### config.mk
export PLATFORM = sky130hd
export DESIGN_NAME = trcal_measure
export DESIGN_NICKNAME = d
export VERILOG_FILES = /design/src/rtl/trcal_measure_pkg.sv /design/src/rtl/trcal_edgedet.sv /design/src/rtl/trcal_measure.sv
export SDC_FILE = /design/constraint.sdc
export NUM_CORES = 1
export LEC_CHECK = 0
export CORE_UTILIZATION = 53
export DETAILED_ROUTE_END_ITERATION = 6
export PLACE_DENSITY = 0.85
export SLEW_MARGIN = 10
export SYNTH_ARGS = -nofsm -noshare
export SYNTH_HDL_FRONTEND = slang
export SYNTH_SLANG_ARGS = --single-unit
### constraint.sdc
create_clock -name oscclk -period 2.3 [get_ports oscclk]
set_clock_uncertainty 0.15 [all_clocks]
set_input_delay 0.46 -clock oscclk [delete_from_list [all_inputs] [get_ports oscclk]]
set_output_delay 0.46 -clock oscclk [all_outputs]
set_load 0.005 [all_outputs]
### src/rtl/trcal_measure_pkg.sv
// -----------------------------------------------------------------------------
// trcal_measure_pkg
// Shared definitions for the reader-preamble calibration measurement block:
// FSM state encoding, the cycle-counter width, its saturation value and the
// default minimum delimiter length.
// -----------------------------------------------------------------------------
package trcal_measure_pkg;

  // Width of the rise-to-rise cycle counter and of all measured lengths.
  localparam int CNT_W = 10;

  // Counter ceiling; reaching it inside a symbol means the preamble stalled.
  localparam logic [CNT_W-1:0] CNT_SAT = 10'd1023;

  // Default minimum delimiter low time, in oscclk cycles.
  localparam logic [CNT_W-1:0] DELIM_MIN_DEFAULT = 10'd8;

  typedef enum logic [2:0] {
    ST_IDLE,      // waiting for the delimiter falling edge
    ST_DELIM,     // timing the delimiter low period
    ST_DATA0,     // skipping the data-0 symbol
    ST_RTCAL,     // measuring RTcal
    ST_CLASSIFY   // measuring the next symbol, TRcal or data
  } state_e;

endpackage

### src/rtl/trcal_edgedet.sv
// -----------------------------------------------------------------------------
// trcal_edgedet
// Registers the demodulated envelope and produces one-cycle rise/fall pulses
// by comparing the current and previous registered samples.
//
// Build option: define TRCAL_MEASURE_SYNC_EN to insert a two-flop
// synchronizer ahead of the sampling stage (two extra cycles of latency;
// edge-to-edge spacing is unchanged).
//
// Ports:
//   oscclk  : clock, all state updates on the rising edge
//   reset   : synchronous, active-high; samples reset to 1 (carrier)
//   demodin : demodulated envelope, 1 = carrier, 0 = PIE low pulse
//   rise    : one-cycle pulse on a registered 0->1 transition
//   fall    : one-cycle pulse on a registered 1->0 transition
// -----------------------------------------------------------------------------
module trcal_edgedet (
  input  logic oscclk,
  input  logic reset,
  input  logic demodin,
  output logic rise,
  output logic fall
);

  logic stage_in;
  logic smp_q;
  logic prev_q;

`ifdef TRCAL_MEASURE_SYNC_EN
  logic [1:0] sync_q;

  always_ff @(posedge oscclk) begin
    if (reset) begin
      sync_q <= 2'b11;
    end else begin
      // NOTE: non-blocking assignments make each flop capture the value its
      // predecessor held before the edge, so the chain really is two stages.
      sync_q <= {sync_q[0], demodin};
    end
  end

  assign stage_in = sync_q[1];
`else
  assign stage_in = demodin;
`endif

  // Samples reset to carrier so that a reset never manufactures an edge.
  always_ff @(posedge oscclk) begin
    if (reset) begin
      smp_q  <= 1'b1;
      prev_q <= 1'b1;
    end else begin
      smp_q  <= stage_in;
      prev_q <= smp_q;
    end
  end

  assign rise =  smp_q & ~prev_q;
  assign fall = ~smp_q &  prev_q;

endmodule

### src/rtl/trcal_measure.sv
// -----------------------------------------------------------------------------
// trcal_measure
// Measures the RTcal and (optional) TRcal symbols of a reader preamble or
// frame-sync. Lengths are rise-to-rise distances in oscclk cycles.
// Sequence: delimiter (low >= DELIM_MIN) -> data-0 (ignored) -> RTcal ->
// one more symbol, classified as TRcal when longer than RTcal.
//
// Build option: TRCAL_MEASURE_SYNC_EN adds a two-flop input synchronizer
// inside trcal_edgedet.
//
// Parameters:
//   DELIM_MIN     : minimum delimiter low time, oscclk cycles
// Ports:
//   oscclk        : sole clock
//   reset         : synchronous, active-high, dominates everything
//   demodin       : demodulated envelope (1 = carrier)
//   rtcal         : last measured RTcal length
//   trcal         : last measured TRcal length (tx clock divider input)
//   trcal_present : 1 when the last preamble carried a TRcal symbol
//   cal_valid     : one-cycle pulse when the three results update
//   cal_error     : one-cycle pulse when a preamble is aborted on timeout
// -----------------------------------------------------------------------------
module trcal_measure
  import trcal_measure_pkg::*;
#(
  parameter logic [CNT_W-1:0] DELIM_MIN = DELIM_MIN_DEFAULT
) (
  input  logic             oscclk,
  input  logic             reset,
  input  logic             demodin,
  output logic [CNT_W-1:0] rtcal,
  output logic [CNT_W-1:0] trcal,
  output logic             trcal_present,
  output logic             cal_valid,
  output logic             cal_error
);

  logic rise;
  logic fall;

  state_e           state_q,      state_d;
  logic [CNT_W-1:0] cnt_q,        cnt_d;
  logic [CNT_W-1:0] rtcal_meas_q, rtcal_meas_d;
  logic [CNT_W-1:0] rtcal_q,      rtcal_d;
  logic [CNT_W-1:0] trcal_q,      trcal_d;
  logic             present_q,    present_d;
  logic             valid_q,      valid_d;
  logic             error_q,      error_d;

  logic [CNT_W-1:0] cnt_inc;
  logic             cnt_sat;

  trcal_edgedet u_edgedet (
    .oscclk  (oscclk),
    .reset   (reset),
    .demodin (demodin),
    .rise    (rise),
    .fall    (fall)
  );

  assign cnt_sat = (cnt_q == CNT_SAT);
  assign cnt_inc = cnt_sat ? CNT_SAT : cnt_q + CNT_W'(1);

  // Counting restarts at 1 on every rise pulse, so on the next rise pulse
  // the counter equals the cycle-index difference between the two rises.
  always_comb begin
    // NOTE: every signal gets a default before the case so no path leaves
    // one unassigned, which would otherwise infer a latch.
    state_d      = state_q;
    cnt_d        = cnt_inc;
    rtcal_meas_d = rtcal_meas_q;
    rtcal_d      = rtcal_q;
    trcal_d      = trcal_q;
    present_d    = present_q;
    valid_d      = 1'b0;
    error_d      = 1'b0;

    unique case (state_q)
      ST_IDLE: begin
        cnt_d = '0;
        if (fall) state_d = ST_DELIM;
      end

      ST_DELIM: begin
        // A too-short low pulse is just noise: quietly return to IDLE.
        if (rise) begin
          cnt_d   = CNT_W'(1);
          state_d = (cnt_q >= DELIM_MIN) ? ST_DATA0 : ST_IDLE;
        end
      end

      ST_DATA0: begin
        if (cnt_sat) begin
          error_d = 1'b1;
          state_d = ST_IDLE;
        end else if (rise) begin
          cnt_d   = CNT_W'(1);
          state_d = ST_RTCAL;
        end
      end

      ST_RTCAL: begin
        if (cnt_sat) begin
          error_d = 1'b1;
          state_d = ST_IDLE;
        end else if (rise) begin
          rtcal_meas_d = cnt_q;
          cnt_d        = CNT_W'(1);
          state_d      = ST_CLASSIFY;
        end
      end

      ST_CLASSIFY: begin
        if (cnt_sat) begin
          error_d = 1'b1;
          state_d = ST_IDLE;
        end else if (rise) begin
          // Only a symbol longer than RTcal can be TRcal; a data symbol
          // leaves the previous trcal in place for the tx divider.
          if (cnt_q > rtcal_meas_q) begin
            trcal_d   = cnt_q;
            present_d = 1'b1;
          end else begin
            present_d = 1'b0;
          end
          rtcal_d = rtcal_meas_q;
          valid_d = 1'b1;
          state_d = ST_IDLE;
        end
      end

      default: state_d = ST_IDLE;
    endcase
  end

  always_ff @(posedge oscclk) begin
    if (reset) begin
      state_q      <= ST_IDLE;
      cnt_q        <= '0;
      rtcal_meas_q <= '0;
      rtcal_q      <= '0;
      trcal_q      <= '0;
      present_q    <= 1'b0;
      valid_q      <= 1'b0;
      error_q      <= 1'b0;
    end else begin
      state_q      <= state_d;
      cnt_q        <= cnt_d;
      rtcal_meas_q <= rtcal_meas_d;
      rtcal_q      <= rtcal_d;
      trcal_q      <= trcal_d;
      present_q    <= present_d;
      valid_q      <= valid_d;
      error_q      <= error_d;
    end
  end

  assign rtcal         = rtcal_q;
  assign trcal         = trcal_q;
  assign trcal_present = present_q;
  assign cal_valid     = valid_q;
  assign cal_error     = error_q;

endmodule

==> metrics.cfg, run 1 <==
[timing]
rsz0062_at_grt=false
tightestPinTransition_ps=379
final.setup.tns_ps=0
hold_viol=0
finalSetupViolations=0
fin_ws_ps=120
min_period_over_period_pct=94.8
period_needed_ps=2180
drv_slew=0
relSlewSlack_pct=74.1
clock.fmax_ghz=0.459

[worst_setup_path]
critPathTopFamily=compound AO/OA/AOI/OAI gates
reg2reg_from=rtcal_meas_q[3]
reg2reg_depth=8
worstSetupEndpointType=flip-flop
path_buf_inv=2
start_kind=flip-flop
r2r_setup_slack_ps=120
cpPeakStageDelay_ps=370
crit_fanout=6
reg2reg_to=trcal[6]
cp.arrival_ps=2260
path_cells=inv_1 > ha_1 > a21oi_1 > o21ai_1 > or3b_1 > a311oi_2 > buf_6 > mux2i_1
critPathRequiredTime_ps=2380
path_class=flip-flop to flip-flop
crit_slowest_cell=or3b_1

[power]
p_leak_uw=0.00113
intPower_uw=1100
clkPwrFrac_pct=37.2
comb_power_share_pct=2.9
p_sw_share_pct=21.6
ir_drop_v=0.000402
p_switching_uw=303
seqPwrFrac_pct=59.9
pwr_density_cell_nw_per_um2=508

[synth]
avgSynthCellArea_um2=9.56
syn-num-nets=251
synthDistinctLibCells=42
netlist_instances=236
yosysTopAreaCell=dfxtp_1
seq_area_frac_synth_pct=42.6
async_flop_share_pct=0
yosys-top-cells-area=dfxtp_1 43%, mux2i_1 14%, ha_1 6.7%
synth_warnings=0
netlist_area_um2=2260
synth_top_area_share_pct=42.6
ys_seq_elements=48
synth-main-ff-cell=dfxtp_1
synth_edf_count=0

[grt]
grt_pass1_wl_um=7010
overflow=0
antenna_found_initial=0
grtUsageTotal_pct=21.3
grt_max_degree=33
grt_pass1_vias=1519

[placement]
globalplace.congestion=0.810
pre_cts_ws_ps=51.5
dpl.hpwl_um=3160
dp.cells=318
port_buffers=25

[cts]
clk_pin_slew_ps=90
cts_setup_buffers=0
clockRootBuffer=clkbuf_8
cts_buffers=5
clk_latency_ps=310
cts_tree=yes
max-clock-path-buffers=2
clock_sinks=48
cts_max_level=2

[route]
drt-total-wl_um=4300
drtIter0Drc=79
drc=0
vias_per_cell=5.27
drtAntennaViolNets=0
wire_per_inst_um=13.2
firstDrtPassIters=4
via_count=1724

[status]
status=complete, no violations

[final_layout]
diodes=0
nNetsFinal=291
area_delta_synth_final_pct=22.1
final_cells=327
final_layout_size_suffix_gt1_share_pct=14.1

[floorplan]
fp.coreArea_um2=4060
initial_core_util_pct=55.6
die_y_um=67.3
dieArea_um2=4520
rows=23
pin_count=26
die_x_um=67.3

[worst_hold_path]
hold_class=flip-flop to flip-flop
min_path_cells=2
min-delay-start=trcal[7]
holdPathEnd=trcal[7]

[flow_run]
max_cap_viol_count=0

-- layer usage --
layer  routed length, µm  part of all wire, %  track usage (%)
met5                   0                    0                0
met4                  82                  1.9             8.78
met3                 147                  3.4             7.26
met2                2070                   48             35.0
met1                2010                   47             25.3
-- final cells by class --
cell class | count | area (µm²)
Clock inverter | 1 | 7.51
Tap cell | 50 | 62.6
Clock buffer | 7 | 86.3
Fill cell | 332 | 1300
Multi-Input combinational cell | 165 | 1180
Sequential cell | 48 | 963
Inverter | 12 | 45.0
Timing Repair Buffer | 44 | 409
-- synth_stat cells (all sizes together), types with 4 or more instances --
cell / count
ha: 12
dfxtp: 48
clkbuf: 6
a21oi: 9
mux2i: 31
xnor2: 4
nor3: 6
buf: 5
nand2b: 17
nand2: 6
nand3: 8
or2b: 4
nor2: 34
inv: 12
-- how the worst max path moves through the flow --
stage | startpoint | endpoint | slack (ps) | depth (start not counted)
floorplan | cnt_q[5] | trcal[0] | 220 | 7
global placement | rtcal_meas_q[9] | trcal[3] | 140 | 8
detailed placement | rtcal_meas_q[5] | trcal[8] | 50 | 8
CTS | rtcal_meas_q[5] | trcal[6] | 20 | 8
global route | rtcal_meas_q[8] | trcal[6] | 3 | 8
finish | rtcal_meas_q[3] | trcal[6] | 120 | 8
-- worst register-to-register path, stage by stage, from the launching register on --
cell,delay [ps]
dfxtp_1,350
inv_1,50
ha_1,280
a21oi_1,70
o21ai_1,110
or3b_1,370
a311oi_2,330
buf_6,190
mux2i_1,210
-- flip-flops by register name, indices dropped and copies added, names as in the netlist --
register and flops:
cal_error 1, cal_valid 1, cnt_q 10, rtcal 10, rtcal_meas_q 10, state_q 3
trcal 10, trcal_present 1, u_edgedet.prev_q 1, u_edgedet.smp_q 1
-- layout by cell type, fill, tap and decap left out, types with 2 or more instances in the layout --
master | Yosys | routed
nor3_1 | 6 | 5
nand3_2 | 2 | 2
clkdlybuf4s50_1 | 0 | 25
xnor2_1 | 4 | 4
nor2b_1 | 3 | 3
nor2_1 | 34 | 34
and2_1 | 2 | 2
nand3_1 | 5 | 5
nor4_1 | 2 | 2
o21ai_0 | 3 | 2
buf_4 | 1 | 17
dfxtp_2 | 0 | 2
a21oi_1 | 9 | 9
nand2_1 | 5 | 5
and3_1 | 2 | 2
nand2b_1 | 17 | 17
inv_1 | 12 | 12
or2b_1 | 4 | 4
mux2i_1 | 31 | 31
a2111oi_0 | 3 | 3
clkbuf_8 | 0 | 6
ha_1 | 12 | 12
or2_2 | 2 | 2
dfxtp_1 | 48 | 46
-- power by group through the flow --
| stage | registers, µW | clock network, µW | logic [µW] |
|---|---|---|---|
| final | 838 | 521 | 40.9 |
| after global routing | 839 | 584 | 45.3 |
| after CTS | 838 | 540 | 41.0 |
| after detailed placement | 858 | 0 | 40.6 |
| after global placement | 858 | 0 | 40.2 |
| after floorplan | 858 | 0 | 27.5 |
-- through the flow --
step	cell area, µm²	hold WS, ps	total power, µW	util, %
2_1_floorplan	2260	315	885	-
4_1_cts	2740	333	1420	67.4
6_report	2760	325	1400	67.9
5_1_grt	2760	351	1470	67.9
3_5_place_dp	2640	320	898	65.1
3_3_place_gp	2640	309	898	65.1
-- kinds of logic (layout without fill, tap and decap cells) --
| logic type | Yosys count | count (layout) | synth area share, % |
|---|---|---|---|
| flip-flops | 48 | 48 | 42.6 |
| AO/OA/AOI/OAI | 25 | 25 | 7.71 |
| multiplexers | 31 | 31 | 13.7 |
| buffers and inverters | 23 | 64 | 5.32 |
| adder cells (fa/ha/maj) | 12 | 12 | 6.65 |
| AND/OR/NAND/NOR | 93 | 93 | 22.5 |
| XOR/XNOR | 4 | 4 | 1.55 |
-- repair_timing --
item / CTS / global route
setup endpoints to repair: 0 / 10
hold buffers: 0 / 0
gates resized for setup: 0 / 7
No activity file was read; power rests on OpenSTA's default activity.
==> run 2: changes to the inputs <==
ABC_AREA = 0   (was unset)
CORE_MARGIN = 2   (was unset)
==> run 2 against run 1 <==
Combinational power is 2% higher; via count is 2.7% higher; flip-flop and latch count stayed put; clock-buffer cell count is 1 lower; power is 6.0% higher; non-clock buffer count stayed put; largest power group unchanged.
==> metrics.cfg, run 2 (synthesis results as in run 1) <==
[final_layout]
multiInputGateArea_um2=1180  ; unchanged
fin_area_um2=2770  ; +0.50%
diodes=0  ; unchanged
seqCellArea_um2=963  ; unchanged
fill_cells=321  ; -3.3%
layout_common_cells=46 x dfxtp_1, 34 x nor2_1, 31 x mux2i_1
area_delta_synth_final_pct=22.7
final_common_cell=dfxtp_1
nNetsFinal=291  ; unchanged
final_layout_size_suffix_gt1_share_pct=14.1  ; unchanged

[cts]
cts_hold_buffers=0  ; unchanged
clockRootBuffer=clkbuf_8
clock_sinks=48  ; unchanged
max-clock-path-buffers=2  ; unchanged
clk_pin_slew_ps=90  ; about the same
clk_latency_ps=300  ; about the same
cts_buffers=5  ; unchanged
cts_tree=yes
cts_max_level=2  ; unchanged

[floorplan]
rows=23  ; unchanged
fp.coreArea_um2=4060  ; unchanged
die_x_um=69.3  ; +3.0%
pin_count=26  ; unchanged
die_y_um=69.3  ; +3.0%
dieArea_um2=4800  ; +6.0%
initial_core_util_pct=55.6  ; unchanged

[route]
drtAntennaViolNets=0  ; unchanged
dr.max_layer_used=met4
drc=0  ; unchanged
wl_met2_um=2360  ; +14%
wire_per_inst_um=14.1  ; +7.3%
vias_per_cell=5.42  ; +2.7%
via_count=1771  ; +2.7%
drt-total-wl_um=4620  ; +7.3%
drtIter0Drc=120  ; +52%
drt-met1-wl_um=2040  ; +1.6%
firstDrtPassIters=4  ; unchanged
wl_met3_um=135  ; -8.2%

[power]
ir_drop_v=0.000500  ; +24%
p_leak_uw=0.00114  ; +0.94%
total_power_uw=1480  ; +6.0%
pwr_density_cell_nw_per_um2=536  ; +5.4%

[grt]
overflow=0  ; unchanged
grt_pass1_vias=1761  ; +16%
antenna_found_initial=0  ; unchanged
grtUsageTotal_pct=20.5  ; -0.86 points
grt_pass1_wl_um=7960  ; +14%
grt_max_degree=33  ; unchanged

[worst_setup_path]
critPathTopFamily=compound AO/OA/AOI/OAI gates
path_cells=inv_1 > ha_1 > nand3_1 > nor3_2 > o21ai_0 > a311oi_2 > buf_6 > mux2i_1
start_kind=flip-flop
cpPeakStageDelay_ps=370  ; about the same
cp.arrival_ps=2270  ; about the same
critPathRequiredTime_ps=2390  ; about the same
path_class=flip-flop to flip-flop
crit_slowest_cell=a311oi_2
path_buf_inv=2  ; unchanged
r2r_setup_slack_ps=110  ; about the same
worstSetupEndpointType=flip-flop
crit_fanout=6  ; unchanged

[timing]
hold_viol=0  ; unchanged
min_period_over_period_pct=95.0  ; +0.24 points
relSlewSlack_pct=67.2  ; -6.8 points
period_needed_ps=2190  ; +5.54 ps
clock.fmax_ghz=0.458  ; -0.25%
fin_ws_ps=114  ; -5.54 ps
final.setup.tns_ps=0  ; unchanged
finalSetupViolations=0  ; unchanged
drv_slew=0  ; unchanged
tightestPinTransition_ps=479  ; +99.9 ps

[flow_run]
max_cap_viol_count=0  ; unchanged

[placement]
port_buffers=25  ; unchanged
pre_cts_ws_ps=79.6  ; +28.1 ps
dpl_cell_area_um2=2640  ; unchanged
globalplace.congestion=0.879  ; +8.6%
dpl.hpwl_um=3280  ; +4.0%

[worst_hold_path]
hold_class=flip-flop to flip-flop

[status]
status=complete, no violations

run 2: changes by cell type in the layout (fill, tap and decap cells not counted), sizes merged:
cell,before,now
bufinv,0,1
clkbuf,7,6
clkinv,0,1
clkinvlp,1,0
run 2: repair_timing:
| action | in CTS | in global routing |
|---|---|---|
| setup endpoints to repair | 0 | 11 |
| setup buffers | 0 | 0 |
| resized for setup | 0 | 7 |
run 2: routing by layer:
metal / up-vias / track usage [%]
li1: 888 / -
met5: - / 0
met3: 9 / 4.07
met1: 846 / 23.9
met2: 28 / 35.9
met4: 0 / 9.37
run 2: final timing paths:
kind / startpoint / to / depth (start not counted)
setup / recovery: rtcal_meas_q[9] / trcal[8] / 8
hold / removal: trcal[7] / trcal[7] / 2
setup reg to reg: rtcal_meas_q[9] / trcal[8] / 8
hold reg to reg: trcal[7] / trcal[7] / 2
run 2: worst min-delay path, stage by stage (launching register included):
cell	delay, ps
dfxtp_1	320
nand2b_1	60
mux2i_1	60
run 2: power by group:
group	internal (µW)	total [µW]	switching [µW]
Sequential	834	838	4.29
Combinational	18.6	41.9	23.3
Clock	323	603	280
Total	1180	1480	308
run 2: area by class of cell:
type / instances / area share, %
multi-input cells: 165 / 42.7
well taps: 50 / 2.26
clock inverters: 2 / 1.27
inverters: 12 / 1.63
clock buffers: 6 / 2.62
repair buffers: 44 / 14.8
flip-flops and latches: 48 / 34.8
run 2: through the flow:
stage / util, % / std cells / hold slack, ps
floorplan: - / 236 / 315
global placement: 65.1 / 318 / 312
detailed placement: 65.1 / 318 / 319
CTS: 67.8 / 326 / 334
global route: 68.2 / 327 / 365
finish: 68.2 / 327 / 331
==> run 3: changes to the inputs <==
CTS_CLUSTER_DIAMETER = 30   (was unset)
DONT_BUFFER_PORTS = 1   (was unset)
PLACE_DENSITY = 0.77   (was 0.85)
==> run 3 against run 2 <==
Critical path depth stayed put; routed wire length fell by 13%; clock power decreased by 2%; via count decreased by 8.4%; setup slack lost 33 ps; critical endpoint is now trcal[7].
==> metrics.cfg, run 3 (synthesis results as in run 1) <==
[power]
pwr_density_cell_nw_per_um2=584  ; +9.0%
seqPwrFrac_pct=57.7  ; +1.2 points
p_sw_share_pct=19.5  ; -1.3 points
p_leak_uw=0.00104  ; -9.2%
p_switching_uw=283  ; -8.1%
ir_drop_v=0.000445  ; -11%
comb_power_share_pct=1.7  ; -1.1 points
total_power_uw=1450  ; -2.0%
clkPwrFrac_pct=40.6  ; about the same
intPower_uw=1170  ; -0.45%

[placement]
globalplace.congestion=0.896  ; +1.9%
port_buffers=0  ; -100%
pre_cts_ws_ps=63.4  ; -16.2 ps
dpl.hpwl_um=2860  ; -13%

[route]
drc=0  ; unchanged
drt-met1-wl_um=1870  ; -8.4%
vias_per_cell=5.42  ; +0.16%
drt-total-wl_um=4040  ; -13%
wl_met3_um=113  ; -16%
drtIter0Drc=48  ; -60%
wl_met2_um=2000  ; -15%
dr.max_layer_used=met4
drtAntennaViolNets=0  ; unchanged
wire_per_inst_um=13.5  ; -4.4%
via_count=1622  ; -8.4%
firstDrtPassIters=4  ; unchanged

[timing]
tightestPinTransition_ps=383  ; -95.9 ps
hold_viol=0  ; unchanged
fin_ws_ps=81.1  ; -33.3 ps
relSlewSlack_pct=73.8  ; +6.6 points
period_needed_ps=2220  ; +33.3 ps
min_period_over_period_pct=96.5  ; +1.4 points
drv_slew=0  ; unchanged
clock.fmax_ghz=0.451  ; -1.5%
finalSetupViolations=0  ; unchanged

[cts]
clk_pin_slew_ps=80  ; about the same
cts_hold_buffers=0  ; unchanged
clock_sinks=48  ; unchanged
cts_max_level=2  ; unchanged
cts_buffers=5  ; unchanged
clk_latency_ps=300  ; about the same
clockRootBuffer=clkbuf_8
cts_tree=yes
max-clock-path-buffers=2  ; unchanged

[final_layout]
final_common_cell=dfxtp_1
final_layout_size_suffix_gt1_share_pct=15.7  ; +1.6 points
fill_cells=346  ; +7.8%
diodes=0  ; unchanged
area_delta_synth_final_pct=10.3
layout_common_cells=44 x dfxtp_1, 34 x nor2_1, 31 x mux2i_1
nNetsFinal=263  ; -9.6%
final_core_util_pct=61.3  ; -6.9 points

[flow_run]
max_cap_viol_count=0  ; unchanged

[grt]
grt_max_degree=50  ; +52%
grtUsageTotal_pct=17.7  ; -2.8 points
overflow=0  ; unchanged
grt_pass1_wl_um=6940  ; -13%
antenna_found_initial=0  ; unchanged
grt_pass1_vias=1586  ; -9.9%

[floorplan]
pin_count=26  ; unchanged
die_y_um=69.3  ; unchanged
rows=23  ; unchanged
initial_core_util_pct=55.6  ; unchanged
dieArea_um2=4800  ; unchanged
die_x_um=69.3  ; unchanged
fp.coreArea_um2=4060  ; unchanged

[status]
status=complete, no violations

[worst_setup_path]
crit_fanout=5  ; -1
start_kind=flip-flop
critPathRequiredTime_ps=2380  ; about the same
path_class=flip-flop to flip-flop
worstSetupEndpointType=flip-flop
reg2reg_from=rtcal_meas_q[3]
cp-startpoint=rtcal_meas_q[3]
cp.arrival_ps=2300  ; +30 ps

[worst_hold_path]
min-delay-start=reset
hold_class=primary input to flip-flop

-- run 3: what timing repair did --
item,CTS,global route
buffers inserted,0,0
endpoints found under the setup margin,0,11
gates resized for setup,0,11
-- run 3: layout make-up --
type                            instances  area [µm²]  area share [%]
Multi-Input combinational cell        165        1180            47.6
Sequential cell                        48         966            38.8
Timing Repair Buffer                   16         124            4.98
Clock buffer                            6        72.6            2.92
Tap cell                               50        62.6            2.51
Inverter                               12        45.0            1.81
Clock inverter                          2        35.0            1.41
-- run 3: path summary, 6_finish.rpt --
path,end,slack [ps],cells past startpoint
setup / recovery,trcal[7],80,8
hold reg to reg,trcal[3],340,2
hold / removal,rtcal_meas_q[9],70,1
setup reg to reg,trcal[7],80,8
-- run 3: power by group through the flow --
stage | Combinational (µW) | Clock, µW | Sequential (µW)
6_report | 24.4 | 590 | 838
5_1_grt | 27.8 | 630 | 839
4_1_cts | 24.4 | 607 | 838
3_5_place_dp | 24.2 | 0 | 858
3_3_place_gp | 23.8 | 0 | 858
2_1_floorplan | 27.5 | 0 | 858
-- run 3: metal layers --
metal,vias to the layer above,global-route usage [%]
met5,-,0
met4,0,5.88
met3,5,4.07
met2,20,31.5
met1,766,20.8
li1,831,-
-- run 3: stage by stage --
stage	std cells	hold WS, ps	area [µm²]	setup TNS [ps]
6_report	299	73.6	2490	0
2_1_floorplan	236	315	2260	0
3_5_place_dp	290	338	2360	0
3_3_place_gp	290	329	2360	0
5_1_grt	299	50.5	2490	-75.7
4_1_cts	298	63.2	2460	0
-- run 3: critical path, stage by stage (launching register included) --
cell      delay, ps
dfxtp_2         340
inv_1            40
ha_1            280
a21oi_1          70
o21ai_1         120
or3b_1          380
a311oi_2        350
buf_4           230
mux2i_1         190
